File: src/rtl/regfile_pkg.sv
// regfile_pkg -- shared constants for the multi-port register file.
//   DATA_W_DEF : default register width in bits
//   ADDR_W_DEF : default address width (depth = 2**ADDR_W)
//   NREAD_MAX  : largest supported number of read ports
//   REG_ZERO   : address of the hard-wired zero register
package regfile_pkg;

  localparam int unsigned DATA_W_DEF = 32;
  localparam int unsigned ADDR_W_DEF = 5;
  localparam int unsigned NREAD_MAX  = 4;
  localparam int unsigned REG_ZERO   = 0;

endpackage

File: src/rtl/regfile_scoreboard.sv
// regfile_scoreboard -- one pending bit per register, marking registers whose
// producer is still in flight.
//   clk, rst_n           : clock, synchronous active-low reset
//   alloc_en, alloc_addr : set pending[alloc_addr] at the next edge
//   clr0_en, clr0_addr   : write port 0, clears pending[clr0_addr]
//   clr1_en, clr1_addr   : write port 1, clears pending[clr1_addr]
//   pending              : current pending bits, bit 0 always 0
module regfile_scoreboard
  import regfile_pkg::*;
#(
  parameter int unsigned ADDR_W = ADDR_W_DEF
) (
  input  logic                   clk,
  input  logic                   rst_n,
  input  logic                   alloc_en,
  input  logic [ADDR_W-1:0]      alloc_addr,
  input  logic                   clr0_en,
  input  logic [ADDR_W-1:0]      clr0_addr,
  input  logic                   clr1_en,
  input  logic [ADDR_W-1:0]      clr1_addr,
  output logic [2**ADDR_W-1:0]   pending
);

  logic [2**ADDR_W-1:0] pending_nxt;

  // Clears are applied before the set so that a new allocation supersedes a
  // completing producer of the same register.
  always_comb begin
    pending_nxt = pending;
    if (clr0_en) pending_nxt[clr0_addr] = 1'b0;
    if (clr1_en) pending_nxt[clr1_addr] = 1'b0;
    if (alloc_en) pending_nxt[alloc_addr] = 1'b1;
    pending_nxt[REG_ZERO] = 1'b0;
  end

  always_ff @(posedge clk) begin
    if (!rst_n) pending <= '0;
    else        pending <= pending_nxt;
  end

endmodule

File: src/rtl/regfile_mp.sv
// regfile_mp -- register file with two write ports, NREAD combinational read
// ports and a pending-producer scoreboard. Register 0 reads as zero.
//   clk, rst_n              : clock, synchronous active-low reset
//   we0, waddr0, wdata0     : write port 0
//   we1, waddr1, wdata1     : write port 1 (wins over port 0 on same address)
//   alloc_en, alloc_addr    : mark a register pending
//   raddr                   : packed read addresses, port i at [i*ADDR_W +: ADDR_W]
//   rdata                   : packed read data, port i at [i*DATA_W +: DATA_W]
//   rbusy                   : per-port "operand not yet valid"
// Build option: define REGFILE_BYPASS_EN to forward same-cycle write data to
// the read ports (write-first) and report such operands as not busy.
module regfile_mp
  import regfile_pkg::*;
#(
  parameter int unsigned DATA_W = DATA_W_DEF,
  parameter int unsigned ADDR_W = ADDR_W_DEF,
  parameter int unsigned NREAD  = 2
) (
  input  logic                     clk,
  input  logic                     rst_n,
  input  logic                     we0,
  input  logic [ADDR_W-1:0]        waddr0,
  input  logic [DATA_W-1:0]        wdata0,
  input  logic                     we1,
  input  logic [ADDR_W-1:0]        waddr1,
  input  logic [DATA_W-1:0]        wdata1,
  input  logic                     alloc_en,
  input  logic [ADDR_W-1:0]        alloc_addr,
  input  logic [NREAD*ADDR_W-1:0]  raddr,
  output logic [NREAD*DATA_W-1:0]  rdata,
  output logic [NREAD-1:0]         rbusy
);

  localparam int unsigned        DEPTH  = 2**ADDR_W;
  localparam logic [ADDR_W-1:0]  ZERO_A = ADDR_W'(REG_ZERO);

  logic [DATA_W-1:0] regs [DEPTH];
  logic [DEPTH-1:0]  pending;
  logic              wr0, wr1, alloc_ok;
  logic [ADDR_W-1:0] ra;
  logic [DATA_W-1:0] rd;
  logic              bz;

  assign wr0      = we0 && (waddr0 != ZERO_A);
  assign wr1      = we1 && (waddr1 != ZERO_A);
  assign alloc_ok = alloc_en && (alloc_addr != ZERO_A);

  regfile_scoreboard #(.ADDR_W(ADDR_W)) u_sb (
    .clk        (clk),
    .rst_n      (rst_n),
    .alloc_en   (alloc_ok),
    .alloc_addr (alloc_addr),
    .clr0_en    (wr0),
    .clr0_addr  (waddr0),
    .clr1_en    (wr1),
    .clr1_addr  (waddr1),
    .pending    (pending)
  );

  // Port 1 is assigned last so it wins when both ports hit the same register.
  always_ff @(posedge clk) begin
    if (!rst_n) begin
      for (int unsigned i = 0; i < DEPTH; i++) regs[i] <= '0;
    end else begin
      if (wr0) regs[waddr0] <= wdata0;
      if (wr1) regs[waddr1] <= wdata1;
    end
  end

  always_comb begin
    rdata = '0;
    rbusy = '0;
    ra    = '0;
    rd    = '0;
    bz    = 1'b0;
    for (int unsigned i = 0; i < NREAD; i++) begin
      ra = raddr[i*ADDR_W +: ADDR_W];
      rd = regs[ra];
      bz = pending[ra];
`ifdef REGFILE_BYPASS_EN
      // Forwarding is gated by rst_n: writes in a reset cycle are discarded,
      // so they must not appear on the read ports either.
      if (rst_n && wr0 && (waddr0 == ra)) begin
        rd = wdata0;
        bz = 1'b0;
      end
      if (rst_n && wr1 && (waddr1 == ra)) begin
        rd = wdata1;
        bz = 1'b0;
      end
`endif
      if (ra == ZERO_A) begin
        rd = '0;
        bz = 1'b0;
      end
      rdata[i*DATA_W +: DATA_W] = rd;
      rbusy[i]                  = bz;
    end
  end

endmodule

File: config.mk
export PLATFORM = sky130hd
export DESIGN_NAME = regfile_mp
export DESIGN_NICKNAME = d
export VERILOG_FILES = /design/src/rtl/regfile_pkg.sv /design/src/rtl/regfile_scoreboard.sv /design/src/rtl/regfile_mp.sv
export SDC_FILE = /design/constraint.sdc
export NUM_CORES = 2
export LEC_CHECK = 0
export CAP_MARGIN = 10
export CORE_ASPECT_RATIO = 0.7
export CORE_UTILIZATION = 35
export DETAILED_ROUTE_END_ITERATION = 8
export PLACE_DENSITY_LB_ADDON = 0.08
export SETUP_SLACK_MARGIN = 0.4
export SYNTH_ARGS = -nofsm -noshare
export SYNTH_HDL_FRONTEND = slang
export SYNTH_SLANG_ARGS = --single-unit
File: constraint.sdc
create_clock -name clk -period 5.9 [get_ports clk]
set_clock_uncertainty 0.15 [all_clocks]
set_input_delay 1.18 -clock clk [delete_from_list [all_inputs] [get_ports clk]]
set_output_delay 1.18 -clock clk [all_outputs]
set_load 0.05 [all_outputs]
Word level (Yosys, flattened, before mapping)
Memories as Yosys holds them, arrays and structs flattened.
Index checks and enable logic that the tools add are counted.
{"block": "totals", "register_bits": 32, "elab_cells": 59, "mem_bits_ro": 0, "ramBits": 1024, "input_bits": 94, "out_inout_bits": 66, "latch_bits": 0, "memories": 1}
{"block": "classes", "eq_ne": 0, "n_mul": 0, "n_reduce_logical": 13, "addsub": 0, "muxes": 30, "div_mod_pow": 0, "shifts": 0, "magnitude_cmp": 8, "n_bitwise": 5}
{"name": "regs", "depth": 32, "word_bits": 32, "rd": 2, "rd_ports_with_merged_regs": 0, "write_ports": 32, "line_no": "regfile_mp.sv:37", "source": "logic [DATA_W-1:0] regs [DEPTH];"}
{"operator": "$mux W32", "n": 7}
{"operator": "$and A32 B32 Y32", "n": 2}
{"operator": "$not A32 Y32", "n": 2}
{"operator": "$reduce_or A32 Y1", "n": 2}
{"operator": "$or A32 B32 Y32", "n": 1}
{"operator": "$lt A5 B6 Y1 const B", "n": 5}
{"operator": "$mux W1", "n": 16}
{"operator": "$demux W1 S5", "n": 3}
{"operator": "$ge A5 B1 Y1 const B", "n": 3}
{"operator": "$reduce_bool A5 Y1", "n": 3}
{"operator": "$bmux W1 S5", "n": 2}
{"operator": "$logic_not A5 Y1", "n": 2}
{"operator": "$mux W5", "n": 2}
{"operator": "$logic_and A1 B1 Y1", "n": 6}

Longest topological paths before layout
{"block": "logic_depth", "word_depth": 11, "ltp_mapped": 8, "ltp_nobuf": 4}

Modules after synthesis
From an unflattened synthesis, not the netlist that was laid out.
{"block": "hier_totals", "cells_unflattened": 4107, "hier_area_um2": 60302.8}
{"mod": "regfile_mp", "cells_per_inst": 3930, "area_per_inst_um2": 58837.7, "instances": 1, "seq_area_each_um2": 30749.5}
{"mod": "regfile_scoreboard", "cells_per_inst": 177, "area_per_inst_um2": 1465.2, "instances": 1, "seq_area_each_um2": 620.6}

Worst setup path before layout
OpenSTA, ideal clock, no wires.
{"block": "synth_path", "kind": "input-to-output", "from": "input raddr[1]", "to": "output rdata[29]", "slack_ns": 1.090, "path_buffers": 4, "cell_stages": 8, "t_arrival_ns": 3.480, "required_time_ns": 4.570, "cell_sequence": "buf_6 -> buf_6 -> nor2b_1 -> buf_6 -> buf_6 -> a221oi_1 -> o21ai_0 -> a311oi_1"}
{"block": "synth_via", "elab_chain_cells": 2, "word_cells_on_any_way": 3, "classes_between": "mux: 1; reduce/logical: 1; memory: 1"}
{"element": "from (decl)", "line_no": "regfile_mp.sv:29", "source": "input logic [NREAD*ADDR_W-1:0] raddr,"}
{"element": "$mem_v2 Z32 W32 / $logic_not A5 Y1 (equally long branches)"}
{"element": "$mux W32 (*)", "line_no": "regfile_mp.sv:92", "source": "if (ra == ZERO_A) begin"}
{"element": "to (decl)", "line_no": "regfile_mp.sv:30", "source": "output logic [NREAD*DATA_W-1:0] rdata,"}
Every way passes the cells marked *; elsewhere a longest branch is shown, timed or not.

Final worst setup path
{"block": "layout_path", "from": "input raddr[7]", "to": "output rdata[42]"}
Same word-level chain as after synthesis.

==> out/metrics.csv <==
metric,value,unit
HP Class,register to register,
Worst-Margin Slew,1110,ps
layout cell share with drive strength beyond 1,0.291,
Detailed Route Iter0 Violations,6653,
TritonCTS clock tree,done,
vias per cell,7.12,
Final Cell Area,0.0701,mm^2
hold-fix buffers at CTS,0,
Synth Warn #,0,
Nets,4198,
Synth Register Bits,1055,
Min Hold Slack,326,ps
Post-Syn Area,0.0605,mm^2
drt total wl,306000,um
starting density of the core,0.353,
"Slew Viols, Final",0,
RSZ-0062 raised after global routing,false,
Critical Path Source Type,input port,
Slew HR,0.261,
GR Overflow Total,0,
post-synthesis sequential area ratio,0.519,
cells after synthesis,4077,
count of cell types in the netlist,56,
clk slew on worst S/H paths,60,ps
Die Wd,499,um
first-pass GRT wire length,405000,um
worst hold start,u_sb.pending[5],
RR Startpoint,u_sb.pending[17],
Clock Sinks,1055,
floorplan row count,127,
largest stage delay on the critical path,640,ps
pwr/cell area,280,mW/mm^2
"commonest cells after routing, fill and taps aside","edfxtp_1, a22o_1, mux4_2",
pin count of the biggest net entering global routing,65,
syn_area_per_cell,14.8,um^2
Hold Crit Endpoint,u_sb.pending[5],
maximum clock rate,0.186,GHz
total CTS buffers,115,
core box area,0.171,mm^2
switching pwr,5.57,mW
Antenna Nets Post-Route,0,
slowest CP cell,a311oi_2,
worst path arrival time,4040,ps
Peak VDD IR,0.211,mV
Tmin final,5370,ps
Leakage,23.3,nW
crit end category,output pin,
"commonest non-fill, non-tap cell in the layout",edfxtp_1,
io pins,160,
CTS max path bufs,3,
worst reg2reg setup slack,5080,ps
initial antenna violation count,20,
Comb power frac,0.172,
Int Pwr,14.1,mW
final setup vio count,0,
reg-to-reg endpoint,u_sb.pending[17],
Clock Latency Late Sink,760,ps
gpl congestion,0.902,
max-cap violations,0,
drt first pass iters,5,
utilization after layout,0.409,
worst path cell trace,"buf_12, buf_12, buf_6, mux2i_1, a221oi_1, o21ai_0, a311oi_2, buf_4, buf_12",
Worst Setup Path Type,input port to output pin,
Fin. Hold Viols,0,
Wirelength per Cell,47.4,um
placed wire-length estimate,182000,um
root buf cell,clkbuf_16,
"Area growth, synth to finish",15.9,%
largest fanout on the critical path,49,
Reg power frac,0.455,
Post-Route Setup TNS,0,ps
vias in the first global route,43568,
WP data required,4570,ps
Overall Global Routing Usage,0.344,
clock power share,0.374,
routed via count,45992,
Placed Area,0.0664,mm^2
final worst-path cycle share,0.910,
"most used cell, CP",buf_12,
Reg2Reg Depth,2,
status,finished clean,
hold depth,2,
switch share,0.284,
H-tree levels,3,
die area,0.175,mm^2
Vert. Die Dim,350,um
DR DRC count,0,
I/O Buffers,159,
-- worst max-delay path by stage --
stage / start / to / slack (ps) / cells past startpoint
floorplan: raddr[1] / rdata[29] / 1090 / 8
global route: raddr[7] / rdata[42] / 450 / 9
finish: raddr[7] / rdata[42] / 530 / 9
global placement: raddr[7] / rdata[42] / 50 / 9
CTS: raddr[7] / rdata[42] / 420 / 9
detailed placement: raddr[7] / rdata[42] / 140 / 9
-- sequential cells by signal, summed over array words and instances (netlist names) --
register and cells:
regs 1024, u_sb.pending 31
-- synth_stat cells, drive strengths merged --
cell,number,area share
o221ai,8,0.0012
nand3,10,0.00083
nand2b,5,0.00052
o21ai,126,0.010
nand3b,10,0.0013
mux2i,132,0.022
buf,345,0.033
a221oi,49,0.0072
inv,33,0.0020
o211ai,4,0.00050
nand2,46,0.0029
a311oi,66,0.0096
dfxtp,31,0.010
mux2,68,0.013
nor3,20,0.0028
or3b,6,0.00087
a221o,2,0.00033
mux4,460,0.17
a2bb2oi,1,0.00014
nor2,69,0.0048
a22oi,66,0.0082
nand4b,5,0.0012
nor4,1,0.00021
a211oi,64,0.0079
and3b,5,0.00072
o22ai,30,0.0031
conb,1,0.000062
o2111a,1,0.00019
or2,2,0.00021
or4,2,0.00025
edfxtp,1024,0.51
clkbuf,271,0.017
nor3b,4,0.00083
a22o,992,0.14
and2,2,0.00021
o2111ai,17,0.0025
or3,4,0.00041
and3,1,0.00010
nor2b,71,0.0073
nand4,3,0.00041
a21oi,3,0.00025
a211o,17,0.0025
-- routing by layer --
layer | global-route usage | vias to the layer above | part of all wire | wire length [um]
met2 | 0.502 | 3403 | 0.43 | 130000
met3 | 0.103 | 633 | 0.11 | 35200
li1 | - | 17428 | - | -
met4 | 0.152 | 4 | 0.050 | 15300
met1 | 0.471 | 24524 | 0.41 | 125000
met5 | 0 | - | 0.000088 | 27
-- power groups by stage --
stage	clock (mW)	sequential [mW]	combinational, mW
6_report	7.34	8.94	3.37
5_1_grt	7.62	8.98	3.43
4_1_cts	7.36	8.92	3.32
3_5_place_dp	0	9.07	3.31
3_3_place_gp	0	9.07	3.31
2_1_floorplan	0	8.98	1.80
-- stage by stage --
| stage | power [mW] | std cells | worst slack, ps |
|---|---|---|---|
| floorplan | 10.8 | 4108 | 1090 |
| global placement | 12.4 | 6242 | 46.1 |
| detailed placement | 12.4 | 6243 | 136 |
| CTS | 19.6 | 6447 | 421 |
| global route | 20.0 | 6456 | 451 |
| finish | 19.7 | 6459 | 530 |
-- cells by family (layout without fill, tap and decap cells) --
group,after synthesis,in the layout,share of synthesized area
compound gates,1446,1446,0.198
flops,1055,1055,0.519
mux,660,660,0.206
buf+inv,649,732,0.0522
simple gates,266,266,0.0258
other cells,1,43,0.0000620
-- worst max-delay path: cells and delay by family --
| kind | cells | cell delay, ps |
|---|---|---|
| AOI/OAI and AO/OA | 3 | 1270 |
| buffers and inverters | 5 | 1320 |
| muxes | 1 | 110 |
-- layout make-up --
type	instances	area, um^2
clock inverter	55	455
tap	2257	2820
antenna	11	27.5
clock buffer	149	3160
sequential	1055	31400
multi-input combinational	2404	26700
timing repair buffer	495	5420
inverter	33	130
fill	15503	101000
-- repair_timing --
action                     4_1_cts  5_1_grt
buffers inserted                 0        0
setup endpoints to repair        1        1
gates resized for setup          1        2
hold endpoints to repair         0        0
pin swaps                        0        1
Power figures use the tool's default switching activity.
